<file path="config.mk">
export PLATFORM = sky130hd
export DESIGN_NAME = ibis_tmds_channel_encoder
export DESIGN_NICKNAME = d
export VERILOG_FILES = /design/src/rtl/ibis_tmds_pkg.sv /design/src/rtl/ibis_tmds_channel_encoder_qm.sv /design/src/rtl/ibis_tmds_channel_encoder.sv
export SDC_FILE = /design/constraint.sdc
export NUM_CORES = 1
export LEC_CHECK = 0
export CORE_ASPECT_RATIO = 0.5
export CORE_UTILIZATION = 52
export DETAILED_ROUTE_END_ITERATION = 10
export PLACE_DENSITY = 0.76
export SLEW_MARGIN = 20
export SYNTH_ARGS = -nofsm -noshare
export SYNTH_HDL_FRONTEND = slang
export SYNTH_SLANG_ARGS = --single-unit
</file>
<file path="constraint.sdc">
create_clock -name clock -period 7.6 [get_ports clock]
set_clock_uncertainty 0.2 [all_clocks]
set_input_delay 1.9 -clock clock [delete_from_list [all_inputs] [get_ports clock]]
set_output_delay 1.9 -clock clock [all_outputs]
set_load 0.02 [all_outputs]
</file>
<file path="src/rtl/ibis_tmds_pkg.sv">
// Shared types and symbol tables for the HDMI TMDS lane encoder.
// All symbols are out_parallel[9:0]; bit 0 leaves the serialiser first.
package ibis_tmds_pkg;

  typedef enum logic [2:0] {
    MODE_CONTROL      = 3'd0,
    MODE_VIDEO        = 3'd1,
    MODE_VIDEO_GUARD  = 3'd2,
    MODE_ISLAND_GUARD = 3'd3,
    MODE_TERC4        = 3'd4
  } mode_t;

  localparam logic [9:0] CTRL_SYM [4] = '{
    10'b1101010100, 10'b0010101011, 10'b0101010100, 10'b1010101011
  };

  localparam logic [9:0] GUARD_0B4C = 10'b1011001100;
  localparam logic [9:0] GUARD_4CB3 = 10'b0100110011;

  localparam logic [9:0] TERC4_SYM [16] = '{
    10'b1010011100, 10'b1001100011, 10'b1011100100, 10'b1011100010,
    10'b0101110001, 10'b0100011110, 10'b0110001110, 10'b0100111100,
    10'b1011001100, 10'b0100111001, 10'b0110011100, 10'b1011000110,
    10'b1010001110, 10'b1001110001, 10'b0101100011, 10'b1011000011
  };

  // Stage-1 register contents (balance lives beside it, its width is a parameter)
  typedef struct packed {
    mode_t      mode;
    logic [1:0] control;
    logic [3:0] terc4;
    logic [8:0] q_m;
  } s1_t;

  // Unassigned mode codes fall back to control symbols
  function automatic mode_t decode_mode(input logic [2:0] code);
    mode_t m;
    case (code)
      3'd1:    m = MODE_VIDEO;
      3'd2:    m = MODE_VIDEO_GUARD;
      3'd3:    m = MODE_ISLAND_GUARD;
      3'd4:    m = MODE_TERC4;
      default: m = MODE_CONTROL;
    endcase
    return m;
  endfunction

endpackage

</file>
<file path="src/rtl/ibis_tmds_channel_encoder_qm.sv">
// Transition-minimising stage: byte -> q_m[8:0] plus signed balance of q_m[7:0].
module ibis_tmds_qm
  import ibis_tmds_pkg::*;
#(
  parameter int BIAS_WIDTH = 5
) (
  input  logic [7:0]            data,
  output logic [8:0]            q_m,
  output logic [BIAS_WIDTH-1:0] balance
);

  logic [3:0] ones_d;
  logic [3:0] ones_q;
  logic       use_xnor;

  always_comb begin
    ones_d = '0;
    for (int i = 0; i < 8; i++) ones_d = ones_d + 4'(data[i]);
    use_xnor = (ones_d > 4'd4) || ((ones_d == 4'd4) && !data[0]);

    q_m    = '0;
    q_m[0] = data[0];
    for (int i = 1; i < 8; i++)
      q_m[i] = use_xnor ? ~(q_m[i-1] ^ data[i]) : (q_m[i-1] ^ data[i]);
    q_m[8] = ~use_xnor;

    ones_q = '0;
    for (int i = 0; i < 8; i++) ones_q = ones_q + 4'(q_m[i]);
    // ones minus zeros = 2*ones - 8, range -8..8
    balance = BIAS_WIDTH'({ones_q, 1'b0}) - BIAS_WIDTH'(8);
  end

endmodule

</file>
<file path="src/rtl/ibis_tmds_channel_encoder.sv">
// One TMDS lane: video / control / guard-band / TERC4 symbols, two-stage pipeline
// with running-disparity tracking for video.
module ibis_tmds_channel_encoder
  import ibis_tmds_pkg::*;
#(
  parameter int CHANNEL    = 0,
  parameter int BIAS_WIDTH = 5
) (
  input  logic                  clock,
  input  logic                  reset,
  input  logic                  enable,
  input  logic [2:0]            mode,
  input  logic [7:0]            data,
  input  logic [1:0]            control,
  input  logic [3:0]            terc4,
  output logic [9:0]            out_parallel,
  output logic [BIAS_WIDTH-1:0] debug_bias
);

  if (BIAS_WIDTH < 5) begin : g_bias_width_check
    $error("ibis_tmds_channel_encoder: BIAS_WIDTH must be at least 5");
  end

  localparam logic signed [BIAS_WIDTH-1:0] TWO = BIAS_WIDTH'(2);

  // ---------------- stage 1 ----------------
  logic [8:0]            qm;
  logic [BIAS_WIDTH-1:0] qm_bal;
  s1_t                   s1;
  logic signed [BIAS_WIDTH-1:0] s1_bal;

  ibis_tmds_qm #(.BIAS_WIDTH(BIAS_WIDTH)) u_qm (
    .data    (data),
    .q_m     (qm),
    .balance (qm_bal)
  );

  always_ff @(posedge clock) begin
    if (reset) begin
      s1     <= '{mode: MODE_CONTROL, default: '0};
      s1_bal <= '0;
    end else if (enable) begin
      s1     <= '{mode: decode_mode(mode), control: control, terc4: terc4, q_m: qm};
      s1_bal <= $signed(qm_bal);
    end
  end

  // ---------------- stage 2 ----------------
  logic signed [BIAS_WIDTH-1:0] bias_q;
  logic signed [BIAS_WIDTH-1:0] bias_nxt;
  logic signed [BIAS_WIDTH-1:0] q8_x2;
  logic signed [BIAS_WIDTH-1:0] nq8_x2;
  logic [9:0]                   sym_nxt;
  logic [9:0]                   sym_q;
  logic                         q8;

  assign q8     = s1.q_m[8];
  assign q8_x2  = q8 ? TWO : '0;
  assign nq8_x2 = q8 ? '0 : TWO;

  always_comb begin
    sym_nxt  = CTRL_SYM[s1.control];
    bias_nxt = '0;
    case (s1.mode)
      MODE_VIDEO: begin
        if ((bias_q == '0) || (s1_bal == '0)) begin
          sym_nxt  = {~q8, q8, q8 ? s1.q_m[7:0] : ~s1.q_m[7:0]};
          bias_nxt = q8 ? (bias_q + s1_bal) : (bias_q - s1_bal);
        end else if (bias_q[BIAS_WIDTH-1] == s1_bal[BIAS_WIDTH-1]) begin
          // same sign: invert to pull the disparity back toward zero
          sym_nxt  = {1'b1, q8, ~s1.q_m[7:0]};
          bias_nxt = bias_q + q8_x2 - s1_bal;
        end else begin
          sym_nxt  = {1'b0, q8, s1.q_m[7:0]};
          bias_nxt = bias_q - nq8_x2 + s1_bal;
        end
      end
      MODE_VIDEO_GUARD:
        sym_nxt = (CHANNEL == 1) ? GUARD_4CB3 : GUARD_0B4C;
      MODE_ISLAND_GUARD:
        // lane 0 carries HSYNC/VSYNC in the guard band as TERC4 codes 12..15
        sym_nxt = (CHANNEL == 0) ? TERC4_SYM[{2'b11, s1.control}] : GUARD_4CB3;
      MODE_TERC4:
        sym_nxt = TERC4_SYM[s1.terc4];
      default:
        sym_nxt = CTRL_SYM[s1.control];
    endcase
  end

  always_ff @(posedge clock) begin
    if (reset) begin
      sym_q  <= CTRL_SYM[0];
      bias_q <= '0;
    end else if (enable) begin
      sym_q  <= sym_nxt;
      bias_q <= bias_nxt;
    end
  end

  assign out_parallel = sym_q;
  assign debug_bias   = bias_q;

endmodule
</file>
==> Word level (Yosys, flattened, before mapping) <==
Memory sizes are Yosys's and may differ from the RTL's.
Index checks and enable logic that the tools add are counted.
{ "totals": {"ff_bits": 38, "mem_bits_ro": 320, "wordCells": 95, "mem_count": 2} }
{ "classes": {"n_addsub": 21, "n_lt_le_gt_ge": 4, "n_eq_ne": 10, "muxes": 25, "bitwise": 20, "reduce_logical": 6} }
{ "mem_list": {"columns": ["name", "depth", "word_bits", "read_ports", "rd_ports_with_merged_regs", "wr", "line", "text"], "rows": [
  ["(name not given)", 16, 10, 1, 0, 0, "ibis_tmds_channel_encoder.sv:84", "sym_nxt = TERC4_SYM[s1.terc4];"],
  ["(name not given)", 16, 10, 1, 0, 0, "ibis_tmds_channel_encoder.sv:82", "sym_nxt = (CHANNEL == 0) ? TERC4_SYM[{2'b11, s1.control}] : GUARD_4CB3;"]
]} }
{ "op_table": {"columns": ["op", "count"], "rows": [
  ["$mux W10", 8],
  ["$add A4 B1 Y4", 12],
  ["$pmux W10 S4", 1],
  ["$bmux W10 S2", 1],
  ["$mux W5", 4],
  ["$eq A3 B2 Y1 const B", 4],
  ["$pmux W3 S4", 1],
  ["$add A5 B5 Y5", 2],
  ["$ge A5 B5 Y1 const B", 2],
  ["$logic_not A5 Y1", 2],
  ["$not A4 Y5", 2],
  ["$sub A5 B5 Y5", 2],
  ["$not A1 Y1", 9],
  ["$mux W8", 1],
  ["$not A8 Y8", 1],
  ["$mux W1", 7],
  ["$xor A1 B1 Y1", 7],
  ["$eq A3 B1 Y1 const B", 2],
  ["$eq A3 B3 Y1 const B", 2],
  ["$add A5 B3 Y5", 1],
  ["$sub A5 B3 Y5", 1],
  ["$sub A5 B4 Y5 const B", 1],
  ["$add A1 B1 Y2", 2],
  ["$eq A4 B3 Y1 const B", 1],
  ["other kinds (8)", 10]
]} }

==> Depth between registers and ports, before layout <==
Gate-level depths: netlist of run 1.
{ "depth": {"depth_word": 31, "depth_mapped": 21, "mapped_depth_nobuf": 21} }

==> Cells and area by module <==
From an unflattened synthesis of run 1, not the netlist that was laid out.
{ "hier_totals": {"cells_unflattened": 392, "hier_area_um2": 3355.7} }
{ "modules_own_cells": {"columns": ["mod", "instances", "cells_per_inst", "area_each_um2"], "rows": [
  ["ibis_tmds_channel_encoder", 1, 340, 2803.9],
  ["ibis_tmds_qm", 1, 52, 551.8]
]} }

==> Worst setup path after synthesis of run 1 <==
No wires, ideal clock.
{ "synth_timing": {"path_type": "input -> register", "from": "in data[0]", "to": "reg s1_bal[3]", "arrival_time_ps": 7095, "setup_slack_ps": 178, "cell_stages": 21, "n_path_buf": 0, "cell_sequence": "ha_1 inv_1 fa_1 fa_1 inv_1 fa_1 fa_1 nor3b_1 o22ai_1 xnor2_1 ha_1 inv_1 fa_1 inv_1 fa_1 fa_1 fa_1 xor2_1 nor2_1 a21oi_1 nor2_1"} }
{ "synth_between": {"elab_chain_len": 31, "elab_cells_between_ends": 41} }
{ "synth_rtl": {"columns": ["element", "line", "text"], "rows": [
  ["from (decl)", "ibis_tmds_channel_encoder.sv:13", "input logic [7:0] data,"],
  ["branches (longest 10 deep; another with $add A4 B1 Y4)", null, null],
  ["$mux W1 *", "ibis_tmds_channel_encoder_qm.sv:24", "q_m[i] = use_xnor ? ~(q_m[i-1] ^ data[i]) : (q_m[i-1] ^ data[i]);"],
  ["net qm[1]", "ibis_tmds_channel_encoder.sv:27", "logic [8:0] qm;"],
  ["branches (longest 18 deep; another with $add A4 B1 Y4)", null, null],
  ["$add A4 B1 Y4 *", "ibis_tmds_channel_encoder_qm.sv:28", "for (int i = 0; i < 8; i++) ones_q = ones_q + 4'(q_m[i]);"],
  ["$sub A5 B4 Y5 *", "ibis_tmds_channel_encoder_qm.sv:30", "balance = BIAS_WIDTH'({ones_q, 1'b0}) - BIAS_WIDTH'(8);"],
  ["to (signal assigned)", "ibis_tmds_channel_encoder.sv:44", "s1_bal <= $signed(qm_bal);"],
  ["to (decl)", "ibis_tmds_channel_encoder.sv:30", "logic signed [BIAS_WIDTH-1:0] s1_bal;"]
]} }
Mark *: on every way through the listed nets, which the timed path passes.
A chain may end at the register's enable or synchronous reset.

==> Final worst setup path of run 1 <==
{ "layout_timing": {"from": "in data[0]", "to": "reg s1_bal[4]"} }
Same word-level chain as after synthesis.

==> results of run 1 <==
==> placed cells by master (no fill, tap or decap), types with 2 or more instances in the layout <==
master / netlist / routed
sky130_fd_sc_hd__o21ai_0: 20 / 20
sky130_fd_sc_hd__dlygate4sd2_1: 0 / 2
sky130_fd_sc_hd__mux2_2: 2 / 2
sky130_fd_sc_hd__a211oi_1: 7 / 7
sky130_fd_sc_hd__xnor3_1: 2 / 2
sky130_fd_sc_hd__nor2b_1: 7 / 7
sky130_fd_sc_hd__nor3b_1: 3 / 2
sky130_fd_sc_hd__inv_1: 37 / 33
sky130_fd_sc_hd__a221oi_1: 2 / 2
sky130_fd_sc_hd__a21oi_1: 29 / 29
sky130_fd_sc_hd__fa_1: 13 / 10
sky130_fd_sc_hd__clkbuf_8: 0 / 2
sky130_fd_sc_hd__or3_2: 3 / 3
sky130_fd_sc_hd__mux2i_1: 17 / 17
sky130_fd_sc_hd__nand2b_1: 6 / 6
sky130_fd_sc_hd__clkbuf_16: 0 / 5
sky130_fd_sc_hd__or3_1: 3 / 3
sky130_fd_sc_hd__inv_2: 0 / 4
sky130_fd_sc_hd__ha_1: 33 / 32
sky130_fd_sc_hd__o21a_1: 2 / 2
sky130_fd_sc_hd__fa_2: 0 / 3
sky130_fd_sc_hd__xnor2_1: 17 / 16
sky130_fd_sc_hd__a21o_1: 6 / 6
sky130_fd_sc_hd__o31ai_1: 2 / 2
sky130_fd_sc_hd__buf_4: 2 / 15
sky130_fd_sc_hd__nand2_1: 20 / 20
sky130_fd_sc_hd__o31a_1: 2 / 2
sky130_fd_sc_hd__nor2_1: 34 / 34
sky130_fd_sc_hd__a31oi_1: 6 / 6
sky130_fd_sc_hd__o22ai_1: 3 / 2
sky130_fd_sc_hd__nand3_1: 9 / 9
sky130_fd_sc_hd__dfxtp_1: 36 / 36
sky130_fd_sc_hd__or3b_2: 2 / 2
sky130_fd_sc_hd__clkdlybuf4s50_1: 0 / 31
sky130_fd_sc_hd__xor2_1: 6 / 6
sky130_fd_sc_hd__a22oi_1: 3 / 3
sky130_fd_sc_hd__o211ai_1: 2 / 2
==> synthesized netlist by cell type (3+ instances only) <==
cell type	number	area, um2
sky130_fd_sc_hd__mux2i_1	17	170.2
sky130_fd_sc_hd__a31oi_1	6	37.54
sky130_fd_sc_hd__nor2b_1	7	43.79
sky130_fd_sc_hd__o21ai_0	20	100.1
sky130_fd_sc_hd__fa_1	13	260.3
sky130_fd_sc_hd__or3_2	3	22.52
sky130_fd_sc_hd__a21oi_1	29	145.1
sky130_fd_sc_hd__a22oi_1	3	22.52
sky130_fd_sc_hd__xor2_1	6	52.55
sky130_fd_sc_hd__nor3b_1	3	22.52
sky130_fd_sc_hd__nand2_1	20	75.07
sky130_fd_sc_hd__nand2b_1	6	37.54
sky130_fd_sc_hd__nor2_1	34	127.6
sky130_fd_sc_hd__xnor2_1	17	148.9
sky130_fd_sc_hd__or3_1	3	18.77
sky130_fd_sc_hd__a211oi_1	7	52.55
sky130_fd_sc_hd__a21o_1	6	45.04
sky130_fd_sc_hd__dfxtp_1	36	720.7
sky130_fd_sc_hd__o22ai_1	3	18.77
sky130_fd_sc_hd__inv_1	37	138.9
sky130_fd_sc_hd__clkbuf_1	17	63.81
sky130_fd_sc_hd__nand3_1	9	45.04
sky130_fd_sc_hd__ha_1	33	412.9
==> power by group through the flow <==
stage	clock [mW]	combinational, mW	sequential, mW
6_report	0.248	0.522	0.236
3_3_place_gp	0	0.431	0.237
5_1_grt	0.262	0.593	0.239
2_1_floorplan	0	0.349	0.234
4_1_cts	0.252	0.516	0.235
3_5_place_dp	0	0.465	0.238
==> repair_timing <==
item / in CTS / in global routing
setup endpoints to repair: 3 / 3
gates resized for setup: 12 / 1
buffers inserted: 4 / 2
pin swaps: 14 / 10
==> cell families (layout without fill, tap and decap cells) <==
group | count (synthesis) | in the layout | synth area share, %
buffers and inverters | 60 | 94 | 7.738
and+or+nand+nor | 94 | 94 | 15.00
adders and majority gates | 46 | 46 | 21.57
xor gates and xnor gates | 25 | 25 | 7.899
other | 1 | 1 | 0.1202
DFF | 36 | 36 | 23.10
muxes | 19 | 19 | 6.175
AOI/OAI and AO/OA | 92 | 92 | 18.40
==> metrics by stage <==
step	cells	utilization, %	TNS [ns]	hold slack [ns]
after detailed placement	466	62.31	-1.422	0.2667
after global placement	466	62.31	-0.6457	0.2605
after global routing	480	67.00	0	0.3022
final	480	67.00	0	0.2796
after floorplan	373	-	0	0.2505
after CTS	478	66.73	0	0.2819
==> registers in the layout, summed over array words and instances, names as in the netlist <==
register and count:
s1 17, debug_bias 4, s1_bal 4, out_parallel 10, q8 1
==> critical path: stages <==
cell                            delay, ns
sky130_fd_sc_hd__dlygate4sd2_1       0.27
sky130_fd_sc_hd__ha_4                0.28
sky130_fd_sc_hd__inv_2               0.04
sky130_fd_sc_hd__fa_1                0.45
sky130_fd_sc_hd__fa_1                0.51
sky130_fd_sc_hd__inv_2               0.04
sky130_fd_sc_hd__fa_2                0.34
sky130_fd_sc_hd__fa_1                0.47
sky130_fd_sc_hd__nor3b_2             0.22
sky130_fd_sc_hd__o22ai_2             0.13
sky130_fd_sc_hd__xnor2_2             0.16
sky130_fd_sc_hd__ha_1                0.29
sky130_fd_sc_hd__inv_2               0.04
sky130_fd_sc_hd__fa_1                0.52
sky130_fd_sc_hd__inv_1               0.05
sky130_fd_sc_hd__fa_1                0.45
sky130_fd_sc_hd__fa_2                0.37
sky130_fd_sc_hd__fa_2                0.36
sky130_fd_sc_hd__buf_4               0.14
sky130_fd_sc_hd__xnor2_1             0.11
sky130_fd_sc_hd__mux2i_1             0.15
sky130_fd_sc_hd__nor2_1              0.05
==> routing by layer <==
| layer | up-vias | part of all wire, % | track usage (%) |
|---|---|---|---|
| li1 | 1342 | - | - |
| met1 | 1278 | 48 | 32.00 |
| met2 | 46 | 48 | 42.23 |
| met3 | 9 | 2.7 | 4.428 |
| met4 | 0 | 1.4 | 7.722 |
| met5 | - | 0 | 0 |
==> layout make-up <==
cell class	count	area (um2)
well taps	73	91.34
clock inverters	1	30.03
fillers	474	1859
repair buffers	48	440.4
multi-input cells	277	2197
inverters	38	142.6
flip-flops and latches	36	720.7
clock buffers	7	152.6
==> path summary, 6_finish.rpt <==
kind | start | to | cells past startpoint
hold reg to reg | out_parallel[8]$_SDFFE_PP1P_ | out_parallel[8]$_SDFFE_PP1P_ | 2
setup / recovery | data[0] | s1_bal[4]$_SDFFE_PP0P_ | 22
hold / removal | out_parallel[8]$_SDFFE_PP1P_ | out_parallel[8]$_SDFFE_PP1P_ | 2
setup reg to reg | debug_bias[1]$_SDFFE_PP0P_ | debug_bias[3]$_SDFFE_PP0P_ | 9
==> summary by stage, run 1 <==
Synth
The leading register cell type out of synthesis is sky130_fd_sc_hd__dfxtp_1. For this run, the register share of the synthesized area comes to 23.10%. Counting flops with a built-in enable in the synthesized netlist gives 0.

The flop and latch count out of synthesis is 36. The fraction of registers with async set or reset after synthesis is 0%. The number of nets in the synthesized netlist is 439.

During synthesis, Yosys emitted a total of 0 warnings. The number of distinct standard cells referenced by the synthesized netlist is 52. The post-synthesis instance area is 3120 um2.

Dividing the synthesized area by the synthesized cell count gives approximately 8.4 um2. In the synthesized netlist, the number of instances is 373.

Floorplanning
The die width is 111.6 um. The die covers about 6300 um2. The initial cell density of the core is a little under three fifths.

The number of top-level pins is 35. The core region area is 5634 um2. The die span in y is 56.78 um. In this run the core area contains 19 standard-cell rows.

Place
Input and output buffers added on the ports amount to 33. Detailed placement ended at an HPWL of 5.253 mm. Summing all placed instances gives a cell area of 3511 um2. Before CTS, the worst setup slack after placement is -0.5860 ns.

The congestion estimate from routability-driven global placement came to approximately 0.89.

Finish
The synthesis-to-finish area growth is 20.97%. After routing the design area is 3775 um2. Of the cells placed in the final design, the portion with a size suffix greater than 1 is 11.06%. The diode insertion count for antenna repair is 0.

The total number of nets in the final design is about 470.

Pwr
The overall power after layout is 1.006 mW. In this run the static leakage power is approximately 1.6 nW. The maximum vdd drop is 0.1491 mV. The part of the total power dissipated in sequential elements is 23.4%. In this run, the combinational gates consume 51.9% of the power.

The clock network accounts for roughly a quarter of the total power. The share of total power consumed by net switching is a little over a third. For this design the total switching power over the nets is 360.3 uW. The cell-internal power is 645.2 uW. Dividing total power by cell area gives a power density of 266.4 nW/um2.

Setup path
The worst register-to-register path has a setup slack of roughly 4.9 ns. STA classifies the critical path startpoint as an input port. The worst setup path is of the in2reg kind. The worst setup path is captured at a register.

The worst path arrival time is 7.36 ns. Data on the critical path is required at its endpoint by around 7.6 ns. The maximum fanout count along the critical path is 2.

CTS
The root buffer cell chosen for the clock tree is sky130_fd_sc_hd__clkbuf_16. Clock latency on the worst-skew pair, taken at its later pin, is around 0.28 ns. The clock tree synthesis step divided the H-tree into 2 levels. The clock drives 36 sinks. In this run, CTS created clock tree buffers numbering 5.

In this run, post-CTS hold repair placed 0 buffers. The maximum root-to-sink buffer count is 2. TritonCTS built the clock tree. The clock-pin slew of the registers on the worst-case setup and hold paths is 0.06 ns.

Drt
The ratio of routed vias to standard cells is 5.573. The detailed-route wire length per cell is 14.82 um. Once detail routing completed, the nets flagged for antenna violations numbered 0. The number of DRC violations after detailed routing is 0. The number of DRC markers in iteration 0 is 208. Before antenna repair, the detailed router went through 4 iterations. The total number of vias is about 2700. The routed design has 7.114 mm of wire.

STA
The hold violation count in the final report came to 0. Subtracting the final worst setup slack from the clock period gives 7.403 ns. The minimum setup slack in the final design is just under 0.2 ns. Setup repair after global routing left no endpoint under its margin. Measured against its own limit, the worst slew margin works out to 51.48%.

The max-slew violation total from the final report is 0. The number of setup violations in the final report is 0. The final period utilization is 97.41%. For the pin with the worst max-slew slack, the measured transition is 0.7233 ns. Derived from the worst setup path, the maximum achievable clock frequency is 0.1351 GHz.

Flow run
Across the run, the number of max-cap violations was 0.

Global route
The via count of the first global-routing pass is 2614. The first global-routing pass estimated between 10 and 15 mm of wire. Entering global routing, the biggest net connects 38 pins. The global-route congestion overflow total is 0. The total routing usage reported by global routing is roughly 25%.

The number of antenna violations at the first check in global routing was 0.

Hold path
The class of the worst hold path is reg2reg.

Run status
The run finished with clean final reports.
Note: power is estimated with default switching activity, not from simulation.
==> run 2, diff against run 1 <==
--- a/config.mk
+++ b/config.mk
@@ -5,10 +5,11 @@
 export SDC_FILE = /design/constraint.sdc
 export NUM_CORES = 1
 export LEC_CHECK = 0
-export CORE_ASPECT_RATIO = 0.5
 export CORE_UTILIZATION = 52
 export DETAILED_ROUTE_END_ITERATION = 10
+export GPL_ROUTABILITY_DRIVEN = 0
 export PLACE_DENSITY = 0.76
+export RECOVER_POWER = 100
 export SLEW_MARGIN = 20
 export SYNTH_ARGS = -nofsm -noshare
 export SYNTH_HDL_FRONTEND = slang
==> summary by stage, run 2 (same netlist as run 1, synthesis figures left out) <==
Run status
The run finished, with violations left. The checks that failed: capacitance limit, slew limit.

Hold path
The min-delay analysis places its worst path in the category reg2reg.

Global route
The maximum number of pins on one net before global-route repair is 38 (unchanged). The wire length of the first global-routing pass came to 12.03 mm (-2.6%). The global-route congestion overflow total is 0 (unchanged). The via count of the first global-routing pass is 2589 (-0.96%). The total routing usage reported by global routing is 23.65% (-1.1 points). The number of antenna violations at the first check in global routing is 0 (unchanged).

Pwr
The cell-internal power is 544.7 uW (-16%). The share of total power consumed by net switching is 39.06% (+3.2 points). The combinational cell fraction of total power was 54.1% (+2.2 points). The maximum vdd drop is 0.2044 mV (+37%).

The switching power came to 349.1 uW (-3.1%). The overall power after layout is 893.9 uW (-11%). The leakage component of the power is 1.569 nW (-1.9%). The part of the total power dissipated in the clock network was 19.5% (-5.2 points).

The power density normalized to cell area is 244.2 nW/um2 (-8.3%). The part of the total power dissipated in sequential elements is 26.4% (+3.0 points).

Setup path
The maximum fanout count along the critical path is 2 (unchanged). The critical path endpoint category is a register. The class of the most critical setup path is in2reg. The worst path arrival time came to 7.35 ns (about the same). The required time of the critical path is 7.57 ns (about the same).

The critical path launch point type is an input port.

Floorplanning
The site row count is 27 (+8). The die width is 79.47 um (-29%). The number of top-level pins is 35 (unchanged).

The die area is 6315 um2 (-0.30%). The core region area was 5642 um2 (+0.13%). The initial cell density of the core is 55.31% (-0.074 points). The die span in y is 79.47 um (+40%).

CTS
The cts-stage hold buffer count is 0 (unchanged). The buffer type at the clock tree root is sky130_fd_sc_hd__clkbuf_8. TritonCTS built the clock tree. The clock network latency to the later pin of the worst-skew pair came to 0.29 ns (about the same). The number of sinks driven by the clock tree was 36 (unchanged). The clock-pin slew of the registers on the worst-case setup and hold paths was 0.08 ns (+0.02 ns). The H-tree depth is 2 (unchanged). The maximum root-to-sink buffer count is 2 (unchanged). The number of buffers added by the clock tree synthesis step is 5 (unchanged).

Drt
The detailed-route wire length per cell is 14.28 um (-3.6%). The number of DRC markers in iteration 0 is 268 (+29%). The total number of vias is 2619 (-2.1%).

The wire length the detailed router placed on met1 was 3.330 mm (-3.2%). The routed wire length is 6.771 mm (-4.8%). The number of DRC violations after detailed routing is 0 (unchanged). The met3 wire length is 232 um (+21%). The length of the first detailed-routing pass in iterations is 4 (unchanged). The ratio of routed vias to standard cells is 5.525 (-0.85%). Routed signal wires occupy layers up through met4. The remaining antenna violation count was 0 (unchanged). The met2 layer wire length in the routed design is 3.137 mm (-7.2%).

STA
The maximum operating frequency is 0.1354 GHz (+0.24%). The worst slack on hold paths is 0.2796 ns (+0.00004400 ns). The final period utilization was 97.18% (-0.24 points).

The max-slew violation total from the final report is 27 (+27). The number of setup violations in the final report is 0 (unchanged). The transition time at the pin with the least slew margin is 1.595 ns (+0.8717 ns). The hold violation count in the final report is 0 (unchanged). The minimum clock period after layout is 7.386 ns (-0.01799 ns). The normalized max-slew margin is -6.334% (-58 points).

Setup repair after global routing left no endpoint under its margin.

Finish
The diode insertion count for antenna repair came to 0 (unchanged). In the layout the commonest cells are sky130_fd_sc_hd__inv_1, sky130_fd_sc_hd__dfxtp_1, sky130_fd_sc_hd__nor2_1, sky130_fd_sc_hd__ha_1, sky130_fd_sc_hd__a21oi_1. The fill cell instance count of the final layout was 472 (-0.42%). The ratio of cells with drive above 1 in the final layout is 8.209% (-2.8 points). The register with the most flip-flops in the final layout is s1. Compared with the post-synthesis result, the final layout area differs by 17.32%. The total number of nets in the final design is 467 (-1.1%). The number of flip-flops in the largest register is 17 (unchanged).

The share of the core filled with cells in the final layout is 64.89% (-2.1 points). Leaving out fill and tap cells, the most frequent cell in the layout is sky130_fd_sc_hd__inv_1.

Place
The number of port buffers came to 33 (unchanged). The estimated wirelength of the detail-placed design is 5.153 mm (-1.9%).

Flow run
The number of max-capacitance violations reported came to 1 (+1).
[run 2: cell types whose count changed in the layout (fill, tap and decap cells not counted), sizes merged]
cell and change:
buf -7, clkdlybuf4s50 -15, clkinvlp +1, dlygate4sd2 -2, dlygate4sd3 +15, dlymetal6s2s +2, inv +1
[run 2: worst max-delay path, stage by stage]
cell,delay [ns]
sky130_fd_sc_hd__clkdlybuf4s50_1,0.47
sky130_fd_sc_hd__inv_1,0.06
sky130_fd_sc_hd__fa_1,0.50
sky130_fd_sc_hd__fa_1,0.50
sky130_fd_sc_hd__inv_1,0.05
sky130_fd_sc_hd__fa_2,0.34
sky130_fd_sc_hd__fa_1,0.45
sky130_fd_sc_hd__nor3b_2,0.22
sky130_fd_sc_hd__o22ai_2,0.12
sky130_fd_sc_hd__xnor2_1,0.16
sky130_fd_sc_hd__ha_1,0.28
sky130_fd_sc_hd__inv_1,0.05
sky130_fd_sc_hd__fa_1,0.53
sky130_fd_sc_hd__inv_1,0.05
sky130_fd_sc_hd__fa_1,0.48
sky130_fd_sc_hd__fa_2,0.40
sky130_fd_sc_hd__fa_2,0.42
sky130_fd_sc_hd__xor2_1,0.14
sky130_fd_sc_hd__nor2_1,0.05
sky130_fd_sc_hd__a21oi_1,0.13
sky130_fd_sc_hd__nor2_1,0.05
[run 2: what timing repair did]
action / 4_1_cts / 5_1_grt
pin swaps: 2 / 3
gates resized for setup: 5 / 3
cloned: 0 / 0
endpoints found under the hold margin: 0 / 0
endpoints found under the setup margin: 3 / 3
setup buffers: 0 / 1
[run 2: path summary, 6_finish.rpt]
kind	from	to	slack, ns	cells past startpoint
worst max-delay path	data[2]	s1_bal[3]$_SDFFE_PP0P_	0.21	21
worst min-delay path	out_parallel[9]$_SDFFE_PP1P_	out_parallel[9]$_SDFFE_PP1P_	0.28	2
worst max register to register	q8$_SDFFE_PP0P_	debug_bias[3]$_SDFFE_PP0P_	4.90	9
worst min register to register	out_parallel[9]$_SDFFE_PP1P_	out_parallel[9]$_SDFFE_PP1P_	0.28	2
[run 2: final cells by class]
type / instances / area [um2] / share of cell area, %
clock buffers: 5 / 68.82 / 1.880
clock inverters: 3 / 46.29 / 1.265
inverters: 38 / 142.6 / 3.896
multi-input cells: 277 / 2190 / 59.81
flip-flops and latches: 36 / 720.7 / 19.69
well taps: 72 / 90.09 / 2.461
repair buffers: 43 / 402.9 / 11.00
[run 2: through the flow]
step	cell area, um2	setup WS, ns	instances	setup TNS, ns
after floorplan	3120	0.1776	373	0
after global placement	3510	-0.2724	465	-0.5924
after detailed placement	3510	-0.4953	465	-1.241
after CTS	3654	0.01952	473	0
after global routing	3661	0.03157	474	0
final	3661	0.2145	474	0
[run 2: power groups by stage]
stage	registers (mW)	logic, mW	clock network, mW
after floorplan	0.234	0.349	0
final	0.236	0.484	0.174
after detailed placement	0.240	0.458	0
after global routing	0.239	0.545	0.186
after CTS	0.236	0.473	0.176
after global placement	0.239	0.437	0
[run 2: metal layers]
layer / vias to the layer above / track usage [%]
met1: 1224 / 32.39
met4: 0 / 5.091
met5: - / 0
met2: 61 / 39.57
met3: 7 / 2.857
li1: 1327 / -
==> run 3, diff against run 2 <==
==> constraint.sdc (replaced) <==
create_clock -name clock -period 7.6 [get_ports clock]
set_clock_uncertainty 0.2 [all_clocks]
set_input_delay 1.52 -clock clock [delete_from_list [all_inputs] [get_ports clock]]
set_output_delay 1.52 -clock clock [all_outputs]
set_load 0.02 [all_outputs]
==> summary by stage, run 3 (same netlist as run 1, synthesis figures left out) <==
Global route
The global-route congestion overflow total was 0 (unchanged). The wire length of the first global-routing pass came to 12.05 mm (+0.23%). The number of antenna violations at the first check in global routing is 0 (unchanged).

The maximum number of pins on one net before global-route repair is 38 (unchanged). The total routing usage reported by global routing is 23.95% (+0.30 points). The via count of the first global-routing pass came to 2566 (-0.89%).

CTS
The buffer count from post-CTS setup fixing is 0 (unchanged). The H-tree depth is 2 (unchanged). The cts-stage hold buffer count is 0 (unchanged). The quantity of gates resized following cts was 0 (-5). TritonCTS built the clock tree. The root buffer cell chosen for the clock tree is sky130_fd_sc_hd__clkbuf_8. The clock network latency to the later pin of the worst-skew pair is 0.30 ns (about the same). The number of sinks driven by the clock tree is 36 (unchanged). The number of buffers added by the clock tree synthesis step came to 5 (unchanged). The maximum root-to-sink buffer count is 2 (unchanged). The clock-pin slew of the registers on the worst-case setup and hold paths is 0.08 ns (about the same).

Hold path
The beginning of the worst hold path is out_parallel[8]$_SDFFE_PP1P_. The worst hold path cell count is 2 (unchanged). The class of the worst hold path is reg2reg. The worst hold path terminates at out_parallel[8]$_SDFFE_PP1P_.

STA
Setup repair after global routing left no endpoint under its margin. The minimum clock period after layout is 7.331 ns (-0.05493 ns). The final period utilization is 96.45% (-0.72 points).

The number of setup violations in the final report is 0 (unchanged). The maximum operating frequency is 0.1364 GHz (+0.75%). The worst slack on hold paths is 0.2866 ns (+0.006988 ns). The normalized max-slew margin is -5.614% (+0.72 points). The max-slew violation total from the final report is 27 (unchanged). The hold violation count in the final report is 0 (unchanged). The setup total negative slack came to 0 ns (unchanged). The transition time at the pin with the least slew margin is 1.584 ns (-0.01081 ns).

Place
The estimated wirelength of the detail-placed design is 5.181 mm (+0.54%). The total cell area at the placement stage is 3480 um2 (-0.86%). The number of port buffers is 33 (unchanged).

Drt
The ratio of routed vias to standard cells came to 5.648 (+2.2%). The total number of vias was 2649 (+1.1%). The number of DRC markers in iteration 0 came to 272 (+1.5%). The routed wire length is 7.081 mm (+4.6%). The length of the first detailed-routing pass in iterations was 4 (unchanged).

The remaining antenna violation count is 0 (unchanged). The detailed-route wire length per cell was 15.10 um (+5.7%). The number of DRC violations after detailed routing was 0 (unchanged).

Setup path
The class of the most critical setup path is in2reg. The number of cells traversed by the worst register-to-register path was 9 (unchanged). The flop-to-flop setup slack is 4.88 ns (-0.02 ns). The required time of the critical path is 7.62 ns (+0.05 ns). STA classifies the critical path startpoint as an input port.

STA classifies the critical path endpoint as a register. The maximum fanout count along the critical path is 2 (unchanged). The worst path arrival time came to 7.35 ns (about the same). The terminus of the critical flop-to-flop path is debug_bias[3]$_SDFFE_PP0P_. The beginning of the worst register-to-register path is q8$_SDFFE_PP0P_.

Finish
Compared with the post-synthesis result, the final layout area differs by 15.40%. The register ranked first by flip-flop count is s1. The fill cell instance count of the final layout is 479 (+1.5%). The number of flip-flops in the largest register is 17 (unchanged). The diode insertion count for antenna repair is 0 (unchanged). In the layout the commonest cells are sky130_fd_sc_hd__inv_1, sky130_fd_sc_hd__dfxtp_1, sky130_fd_sc_hd__nor2_1, sky130_fd_sc_hd__ha_1, sky130_fd_sc_hd__a21oi_1. The library cell used most frequently in the layout, excluding fill and tap cells, is sky130_fd_sc_hd__inv_1.

The share of the core filled with cells in the final layout is 63.83% (-1.1 points). The ratio of cells with drive above 1 in the final layout is 6.549% (-1.7 points). The register area is 720.7 um2 (unchanged).

The final design area excluding fillers was 3601 um2 (-1.6%). The area of the multi-input gates is 2172 um2 (-0.80%). The total number of nets in the final design is 462 (-1.1%).

Floorplanning
The die width is 79.47 um (unchanged). The die span in y is 79.47 um (unchanged). The number of top-level pins is 35 (unchanged). The core region area was 5642 um2 (unchanged). The die area is 6315 um2 (unchanged). The site row count came to 27 (unchanged). The initial cell density of the core came to 55.31% (unchanged).

Pwr
The part of the total power dissipated in sequential elements came to 27.2% (+0.8 points). The power density normalized to cell area is 241.6 nW/um2 (-1.0%). The switching power is 346.9 uW (-0.63%). The leakage component of the power came to 1.531 nW (-2.4%). The share of total power consumed by net switching is 39.88% (+0.82 points).

The maximum vdd drop is 0.1862 mV (-8.9%). The overall power after layout is 870.0 uW (-2.7%). The combinational cell fraction of total power is 53.0% (-1.1 points). The part of the total power dissipated in the clock network is 19.8% (+0.3 points). The cell-internal power was 523.0 uW (-4.0%).

Run status
The checks that failed: capacitance limit, slew limit. The run finished, with violations left.

Flow run
The number of max-capacitance violations reported is 1 (unchanged).
run 3: cell types whose count changed in the layout (fill, tap and decap cells not counted), sizes merged:
| cell | before | now |
|---|---|---|
| clkbuf | 7 | 6 |
| inv | 38 | 37 |
| clkdlybuf4s50 | 16 | 18 |
| buf | 8 | 4 |
| dlymetal6s2s | 2 | 0 |
| clkinv | 1 | 2 |
run 3: stage by stage:
stage | setup slack, ns | std cells
floorplan | 0.5576 | 373
global placement | 0.1031 | 461
detailed placement | -0.1152 | 461
CTS | 0.1855 | 469
global route | 0.003094 | 469
finish | 0.2694 | 469
run 3: worst max path at each step:
stage / from / end / slack, ns
3_3_place_gp: data[0] / s1_bal[3]$_SDFFE_PP0P_ / 0.10
6_report: data[0] / s1_bal[2]$_SDFFE_PP0P_ / 0.27
2_1_floorplan: data[0] / s1_bal[3]$_SDFFE_PP0P_ / 0.56
4_1_cts: data[0] / s1_bal[3]$_SDFFE_PP0P_ / 0.19
3_5_place_dp: data[0] / s1_bal[3]$_SDFFE_PP0P_ / -0.12
5_1_grt: data[0] / s1_bal[4]$_SDFFE_PP0P_ / 0.003
run 3: per-layer routing:
layer  wire length, um  global-route usage (%)
met5                 0                       0
met4               100                   6.364
met3               323                   5.029
met2              3326                   37.52
met1              3331                   33.14
run 3: power by group through the flow:
stage / registers, mW / clock network [mW] / logic, mW
after floorplan: 0.234 / 0 / 0.349
after global placement: 0.239 / 0 / 0.428
after detailed placement: 0.240 / 0 / 0.446
after CTS: 0.236 / 0.173 / 0.449
after global routing: 0.240 / 0.183 / 0.523
final: 0.237 / 0.172 / 0.461
run 3: cell type report:
class                      instances  share of cell area (%)
clock inverter                     3                   1.181
inverter                          38                   3.961
clock buffer                       5                   1.911
timing repair buffer              38                   10.11
tap                               72                   2.502
sequential                        36                   20.01
multi-input combinational        277                   60.32
run 3: critical path, stage by stage:
cell and delay [ns]:
sky130_fd_sc_hd__clkdlybuf4s50_1 0.44, sky130_fd_sc_hd__ha_1 0.32, sky130_fd_sc_hd__inv_1 0.09, sky130_fd_sc_hd__fa_1 0.43, sky130_fd_sc_hd__fa_1 0.50, sky130_fd_sc_hd__inv_1 0.05
sky130_fd_sc_hd__fa_1 0.40, sky130_fd_sc_hd__fa_1 0.46, sky130_fd_sc_hd__nor3b_2 0.23, sky130_fd_sc_hd__o22ai_2 0.13, sky130_fd_sc_hd__xnor2_1 0.17, sky130_fd_sc_hd__ha_1 0.28
sky130_fd_sc_hd__inv_1 0.05, sky130_fd_sc_hd__fa_1 0.53, sky130_fd_sc_hd__inv_1 0.06, sky130_fd_sc_hd__fa_1 0.47, sky130_fd_sc_hd__fa_1 0.42, sky130_fd_sc_hd__fa_2 0.54
sky130_fd_sc_hd__mux2i_1 0.09, sky130_fd_sc_hd__nor2_1 0.18
